File: src/rtl/fft_frame_sequencer_if.sv
`default_nettype none
// ============================================================================
// Module  : fft_frame_sequencer_if
// Brief   : Handshake bundle between the frame sequencer and the FFT chain.
// Revision: 1.0 - initial release
// ============================================================================
interface fft_frame_sequencer_if #(
    parameter int SIZE = 5
);
    logic            run_i;
    logic            buf_full_i;
    logic            load_en_o;
    logic [SIZE:0]   load_addr_o;
    logic            fft_start_o;
    logic            fft_done_i;
    logic [SIZE-1:0] out_idx_o;
    logic            tx_en_o;
    logic            tx_done_i;
    logic            busy_o;
    logic [15:0]     frame_cnt_o;
    logic            err_o;

    // Sequencer side
    modport master (
        input  run_i, buf_full_i, fft_done_i, tx_done_i,
        output load_en_o, load_addr_o, fft_start_o, out_idx_o,
               tx_en_o, busy_o, frame_cnt_o, err_o
    );

    // FFT chain / environment side
    modport slave (
        output run_i, buf_full_i, fft_done_i, tx_done_i,
        input  load_en_o, load_addr_o, fft_start_o, out_idx_o,
               tx_en_o, busy_o, frame_cnt_o, err_o
    );
endinterface
`default_nettype wire

File: src/rtl/fft_frame_sequencer.sv
`default_nettype none
// ============================================================================
// Module  : fft_frame_sequencer
// Brief   : Loads a frame into the FFT core in bit-reversed order, starts it,
//           then drains the results through the UART handshake.
//           Optional watchdog/ERR state: define FFT_SEQ_TIMEOUT_EN.
// Revision: 1.0 - initial release
// ============================================================================
module fft_frame_sequencer #(
    parameter int N       = 32,
    parameter int SIZE    = 5,
    parameter int TIMEOUT = 4096
) (
    input  wire logic             clk,
    input  wire logic             rst_n,   // active-high asynchronous reset
    fft_frame_sequencer_if.master bus
);

    typedef enum logic [2:0] {
        S_IDLE    = 3'd0,
        S_LOAD    = 3'd1,
        S_START   = 3'd2,
        S_COMPUTE = 3'd3,
        S_TX_REQ  = 3'd4,
        S_TX_WAIT = 3'd5
`ifdef FFT_SEQ_TIMEOUT_EN
        ,
        S_ERR     = 3'd6
`endif
    } state_t;

    localparam logic [SIZE-1:0] c_LAST = SIZE'(N - 1);

    state_t          r_state;
    logic [SIZE-1:0] r_load_idx;
    logic [SIZE-1:0] r_out_idx;
    logic            r_load_en;
    logic [SIZE:0]   r_load_addr;
    logic            r_fft_start;
    logic            r_tx_en;
    logic            r_busy;
    logic [15:0]     r_frame_cnt;
    logic [SIZE-1:0] w_load_next;

`ifdef FFT_SEQ_TIMEOUT_EN
    localparam int                c_WD_W    = $clog2(TIMEOUT + 1);
    localparam logic [c_WD_W-1:0] c_WD_LAST = c_WD_W'(TIMEOUT - 1);
    logic [c_WD_W-1:0] r_wd_cnt;
    logic              r_err;
`else
    // TIMEOUT only matters when the watchdog is built in.
    logic w_unused_timeout;
    assign w_unused_timeout = (TIMEOUT != 0);
`endif

    function automatic logic [SIZE-1:0] bitrev(input logic [SIZE-1:0] v);
        logic [SIZE-1:0] r;
        for (int b = 0; b < SIZE; b++) begin
            r[b] = v[SIZE-1-b];
        end
        return r;
    endfunction

    assign w_load_next = r_load_idx + SIZE'(1);

    always_ff @(posedge clk or posedge rst_n) begin
        if (rst_n) begin
            r_state     <= S_IDLE;
            r_load_idx  <= '0;
            r_out_idx   <= '0;
            r_load_en   <= 1'b0;
            r_load_addr <= '0;
            r_fft_start <= 1'b0;
            r_tx_en     <= 1'b0;
            r_busy      <= 1'b0;
            r_frame_cnt <= '0;
`ifdef FFT_SEQ_TIMEOUT_EN
            r_wd_cnt    <= '0;
            r_err       <= 1'b0;
`endif
        end else begin
            // One-cycle strobes fall back to 0 unless a transition raises them.
            r_fft_start <= 1'b0;
            r_tx_en     <= 1'b0;
`ifdef FFT_SEQ_TIMEOUT_EN
            r_wd_cnt    <= '0;
`endif
            case (r_state)
                S_IDLE: begin
                    if (bus.run_i && bus.buf_full_i) begin
                        r_state     <= S_LOAD;
                        r_load_idx  <= '0;
                        r_load_en   <= 1'b1;
                        r_load_addr <= {1'b0, bitrev('0)};
                        r_busy      <= 1'b1;
                    end
                end
                S_LOAD: begin
                    if (r_load_idx == c_LAST) begin
                        r_load_en   <= 1'b0;
                        r_fft_start <= 1'b1;
                        r_state     <= S_START;
                    end else begin
                        r_load_idx  <= w_load_next;
                        r_load_addr <= {1'b0, bitrev(w_load_next)};
                    end
                end
                S_START: begin
                    r_state <= S_COMPUTE;
                end
                S_COMPUTE: begin
                    if (bus.fft_done_i) begin
                        r_tx_en   <= 1'b1;
                        r_out_idx <= '0;
                        r_state   <= S_TX_REQ;
                    end
`ifdef FFT_SEQ_TIMEOUT_EN
                    else if (r_wd_cnt == c_WD_LAST) begin
                        r_err   <= 1'b1;
                        r_state <= S_ERR;
                    end else begin
                        r_wd_cnt <= r_wd_cnt + c_WD_W'(1);
                    end
`endif
                end
                S_TX_REQ: begin
                    r_state <= S_TX_WAIT;
                end
                S_TX_WAIT: begin
                    if (bus.tx_done_i) begin
                        if (r_out_idx == c_LAST) begin
                            r_frame_cnt <= r_frame_cnt + 16'd1;
                            r_busy      <= 1'b0;
                            r_state     <= S_IDLE;
                        end else begin
                            r_out_idx <= r_out_idx + SIZE'(1);
                            r_tx_en   <= 1'b1;
                            r_state   <= S_TX_REQ;
                        end
                    end
`ifdef FFT_SEQ_TIMEOUT_EN
                    else if (r_wd_cnt == c_WD_LAST) begin
                        r_err   <= 1'b1;
                        r_state <= S_ERR;
                    end else begin
                        r_wd_cnt <= r_wd_cnt + c_WD_W'(1);
                    end
`endif
                end
`ifdef FFT_SEQ_TIMEOUT_EN
                S_ERR: begin
                    if (!bus.run_i) begin
                        r_busy  <= 1'b0;
                        r_state <= S_IDLE;
                    end
                end
`endif
                default: begin
                    r_state <= S_IDLE;
                    r_busy  <= 1'b0;
                end
            endcase
        end
    end

    assign bus.load_en_o   = r_load_en;
    assign bus.load_addr_o = r_load_addr;
    assign bus.fft_start_o = r_fft_start;
    assign bus.out_idx_o   = r_out_idx;
    assign bus.tx_en_o     = r_tx_en;
    assign bus.busy_o      = r_busy;
    assign bus.frame_cnt_o = r_frame_cnt;
`ifdef FFT_SEQ_TIMEOUT_EN
    assign bus.err_o       = r_err;
`else
    assign bus.err_o       = 1'b0;
`endif

endmodule
`default_nettype wire

File: src/flat_wrapper.sv
// flat-port wrapper written by rule: the top's interface ports become plain ports
module fft_frame_sequencer_flat 
#(
    parameter int N       = 32,
    parameter int SIZE    = 5,
    parameter int TIMEOUT = 4096
)
  (clk, rst_n, bus_run_i, bus_buf_full_i, bus_fft_done_i, bus_tx_done_i, bus_load_en_o, bus_load_addr_o, bus_fft_start_o, bus_out_idx_o, bus_tx_en_o, bus_busy_o, bus_frame_cnt_o, bus_err_o);
  fft_frame_sequencer_if #(.SIZE(SIZE)) bus_i ();
  input  wire logic clk;
  input  wire logic rst_n;
  input wire logic [$bits(bus_i.run_i)-1:0] bus_run_i;
  input wire logic [$bits(bus_i.buf_full_i)-1:0] bus_buf_full_i;
  input wire logic [$bits(bus_i.fft_done_i)-1:0] bus_fft_done_i;
  input wire logic [$bits(bus_i.tx_done_i)-1:0] bus_tx_done_i;
  output wire logic [$bits(bus_i.load_en_o)-1:0] bus_load_en_o;
  output wire logic [$bits(bus_i.load_addr_o)-1:0] bus_load_addr_o;
  output wire logic [$bits(bus_i.fft_start_o)-1:0] bus_fft_start_o;
  output wire logic [$bits(bus_i.out_idx_o)-1:0] bus_out_idx_o;
  output wire logic [$bits(bus_i.tx_en_o)-1:0] bus_tx_en_o;
  output wire logic [$bits(bus_i.busy_o)-1:0] bus_busy_o;
  output wire logic [$bits(bus_i.frame_cnt_o)-1:0] bus_frame_cnt_o;
  output wire logic [$bits(bus_i.err_o)-1:0] bus_err_o;
  assign bus_i.run_i = bus_run_i;
  assign bus_i.buf_full_i = bus_buf_full_i;
  assign bus_i.fft_done_i = bus_fft_done_i;
  assign bus_i.tx_done_i = bus_tx_done_i;
  assign bus_load_en_o = bus_i.load_en_o;
  assign bus_load_addr_o = bus_i.load_addr_o;
  assign bus_fft_start_o = bus_i.fft_start_o;
  assign bus_out_idx_o = bus_i.out_idx_o;
  assign bus_tx_en_o = bus_i.tx_en_o;
  assign bus_busy_o = bus_i.busy_o;
  assign bus_frame_cnt_o = bus_i.frame_cnt_o;
  assign bus_err_o = bus_i.err_o;
  fft_frame_sequencer #(.N(N), .SIZE(SIZE), .TIMEOUT(TIMEOUT)) u_core (.clk(clk), .rst_n(rst_n), .bus(bus_i));
endmodule
File: config.mk
export PLATFORM = sky130hd
export DESIGN_NAME = fft_frame_sequencer_flat
export DESIGN_NICKNAME = d
export VERILOG_FILES = /design/src/rtl/fft_frame_sequencer_if.sv /design/src/rtl/fft_frame_sequencer.sv /design/src/flat_wrapper.sv
export SDC_FILE = /design/constraint.sdc
export NUM_CORES = 1
export LEC_CHECK = 0
export CORE_MARGIN = 2
export CORE_UTILIZATION = 49
export DETAILED_ROUTE_END_ITERATION = 12
export GPL_ROUTABILITY_DRIVEN = 0
export GPL_TIMING_DRIVEN = 0
export PLACE_DENSITY = 0.77
export SYNTH_ARGS = -nofsm -noshare
export SYNTH_HDL_FRONTEND = slang
export SYNTH_SLANG_ARGS = --single-unit
export TNS_END_PERCENT = 10
File: constraint.sdc
create_clock -name clk -period 1.9 [get_ports clk]
set_input_delay 0.19 -clock clk [delete_from_list [all_inputs] [get_ports clk]]
set_output_delay 0.19 -clock clk [all_outputs]
set_load 0.05 [all_outputs]
==> flow_summary.yaml <==
worst_setup_path:
  cp_common_cell: "ha_4"
  arrival_ns: 2.15
  path_cells: "ha_4, and3_4, ha_4, nand4_1, buf_6, nor3_4, and4_4, xor2_2"
  critPathLaunchType: "flop"
  rr_endpoint: "u_core.bus.frame_cnt_o[6]"
  endpoint_kind: "flop"
  reg2reg_slack_ns: 0.01
  slowest_delay_ns: 0.42
  slowest_stage: "dfrtp_2"
  timing.rr.start: "u_core.bus.out_idx_o[1]"
  worstRegToRegCells: 8
  crit_required_ns: 2.16
  critPathKind: "reg -> reg"
  cp_max_fo: 6
drt:
  drt-total-wl_microns: 3300
  ant_nets: 0
  dr.first_iter.drc_count: 48
  num_vias: 1201
  drc: 0
  dr.pass1.iters: 4
  wl_per_cell_microns: 13.9
  via_per_inst: 5.05
power:
  p_sw_share_pct: 41.6
  pwr-share-comb_pct: 42.4
  seqPwrFrac_pct: 41.6
  p_sw_mw: 0.960
  clock_power_share_pct: 16.0
  irDropWorstVdd_mv: 1.03
  total_power_mw: 2.31
  p_int_mw: 1.35
  p_leak_nw: 0.971
  power.density_nw_per_um2: 1070
grt:
  antenna_found_initial: 0
  grt_usage_pct: 20.5
  grt_pass1_vias: 1218
  grt_pass1_wl_microns: 5470
  grt.overflow.total: 0
  grt_start_max_net_pins: 34
die:
  chipHeight_microns: 61.2
  ioPinCount: 38
  die_area_sq_um: 3750
  start_util_pct: 52.1
  coreArea_sq_um: 3080
  core.rowCount: 20
  die_w_microns: 61.2
placed_design:
  placedCellCount: 226
  dp_hpwl_microns: 2340
  portBuffers: 35
synth:
  synth_area_sq_um: 1600
  yosysWarnings: 0
  synth_cell_types: 32
  synth_area_per_cell_sq_um: 11.0
  yosysSeqAreaShare_pct: 51.5
  ys_ff_latch: 33
  syn-instance-count: 146
timing:
  slew_headroom_pct: 66.4
  drv_slew: 0
  finalSetupViolations: 0
  hold_slack_ns: 0.0556
  tns_ns: 0
  tightestPinTransition_ns: 0.502
  fin_crit_sh_pct: 99.5
  hold_viol_final: 0
  min_period_ns: 1.89
  fin_worst_skew_ns: 0.00587
  grt_setup_unrepaired: "true"
  fmax_ghz: 0.529
cells_and_area:
  drive_gt1_share_pct: 17.5
  fin_cells: 238
  num-nets-final: 204
  num_antenna_cells: 0
  mostFrequentLayoutCell: "clkdlybuf4s50_1"
  final_cell_mix: "clkdlybuf4s50_1 (35), dfrtp_1 (29), nand2_1 (13)"
  areaGrowthSynthToFinish_pct: 34.9
clock_network:
  cts_tree: "done"
  clk_pin_slew_ns: 0.10
  clock-sinks: 33
  holdBufCountCts: 0
  clock_path_buffers: 2
  clk_latency_ns: 0.33
  h-tree-depth: 2
  cts-root-buf: "clkbuf_4"
  cts_buffers: 5
min_path:
  hp-class: "in -> async"
status:
  status: "finished clean"
job:
  drv_cap: 0
timing repair:
action / CTS / global route
gates resized for setup: 1 / 6
pin swaps: 2 / 3
setup buffers: 3 / 0
setup endpoints to repair: 8 / 13
power groups by stage:
stage          Combinational, mW  Sequential (mW)  Clock, mW
2_1_floorplan              0.356             1.27          0
3_3_place_gp               0.929            0.959          0
3_5_place_dp               0.959            0.970          0
4_1_cts                    0.964            0.958      0.382
5_1_grt                     1.04            0.982      0.420
6_report                   0.978            0.959      0.369
logic make-up after synthesis:
family,synth area share [%]
compound gates,8.11
xor+xnor,9.20
fa+ha+maj,3.90
buf+inv,4.99
flops,51.5
mux,2.11
other cells,0.234
simple gates,20.0
synthesized netlist by cell type:
library cell  number  share of area (%)
nor3_4             2                2.0
o22ai_1            1               0.39
ha_1               5                3.9
mux2_2             3                2.1
o21ai_0            5                1.6
inv_1              8                1.9
buf_2              1               0.31
and3b_1            1               0.55
xor2_2             1                1.0
buf_6              2                1.4
xnor2_1           12                6.6
nand3_1           11                3.4
nand2b_1           1               0.39
and4bb_2           1               0.78
a22o_1             7                3.8
nor4_1             2               0.78
nand2_1           13                3.0
conb_1             1               0.23
o21ai_2            1               0.55
nor3b_1            1               0.47
buf_4              3                1.4
nor2b_1            1               0.39
xor2_1             3                1.6
a21oi_1            4                1.2
a211o_1            1               0.55
nand2b_4           1               0.86
nor2_1             6                1.4
and4_4             1               0.70
nor3_1             4                1.2
and3_1             4                1.6
dfrtp_1           33                 51
nand4_1            6                2.3
how the worst max path moves through the flow:
stage                                  from                         end  depth (start not counted)
CTS                 u_core.bus.out_idx_o[1]  u_core.bus.frame_cnt_o[15]                          9
finish              u_core.bus.out_idx_o[1]   u_core.bus.frame_cnt_o[6]                          8
floorplan           u_core.bus.out_idx_o[1]   u_core.bus.frame_cnt_o[6]                          7
global placement    u_core.bus.out_idx_o[1]   u_core.bus.frame_cnt_o[6]                          7
global route        u_core.bus.out_idx_o[1]  u_core.bus.frame_cnt_o[15]                          9
detailed placement  u_core.bus.out_idx_o[1]   u_core.bus.frame_cnt_o[6]                          7
final cells by class:
| cell class | count | area (sq um) |
|---|---|---|
| fill | 246 | 913 |
| sequential | 33 | 831 |
| multi-input combinational | 100 | 749 |
| timing repair buffer | 39 | 400 |
| tap | 44 | 55.1 |
| buffer | 6 | 50.0 |
| clock buffer | 8 | 48.8 |
| inverter | 8 | 30.0 |
per-layer routing:
metal	global-route usage, %	up-vias	part of all wire (%)
met5	0	-	0
met4	8.07	0	1.5
met3	5.67	6	4.8
met2	34.7	29	50
met1	24.7	565	43
li1	-	601	-
worst max-delay path: cells and delay by family (launching register included):
| family | cells | cell delay (ns) |
|---|---|---|
| xor+xnor | 1 | 0.13 |
| flops | 1 | 0.42 |
| fa+ha+maj | 2 | 0.29 |
| simple gates | 4 | 0.82 |
| buf+inv | 1 | 0.15 |
metrics by stage:
stage                     area, sq um  setup WS, ns  util [%]
after floorplan                  1640        -0.121         -
after global placement           2050       -0.0244      66.5
after detailed placement         2050       -0.0852      66.5
after CTS                        2120      0.000808      68.9
after global routing             2160       -0.0964      70.3
final                            2160        0.0102      70.3
registers in the layout (all words and copies together) (netlist names):
signal                  count
u_core.bus.load_addr_o      1
u_core.bus.load_en_o        1
u_core.r_load_idx           4
u_core.bus.frame_cnt_o     16
u_core.bus.fft_start_o      1
u_core.bus.busy_o           1
u_core.r_state              3
u_core.bus.out_idx_o        5
u_core.bus.tx_en_o          1
(Power assumes the default switching activity.)
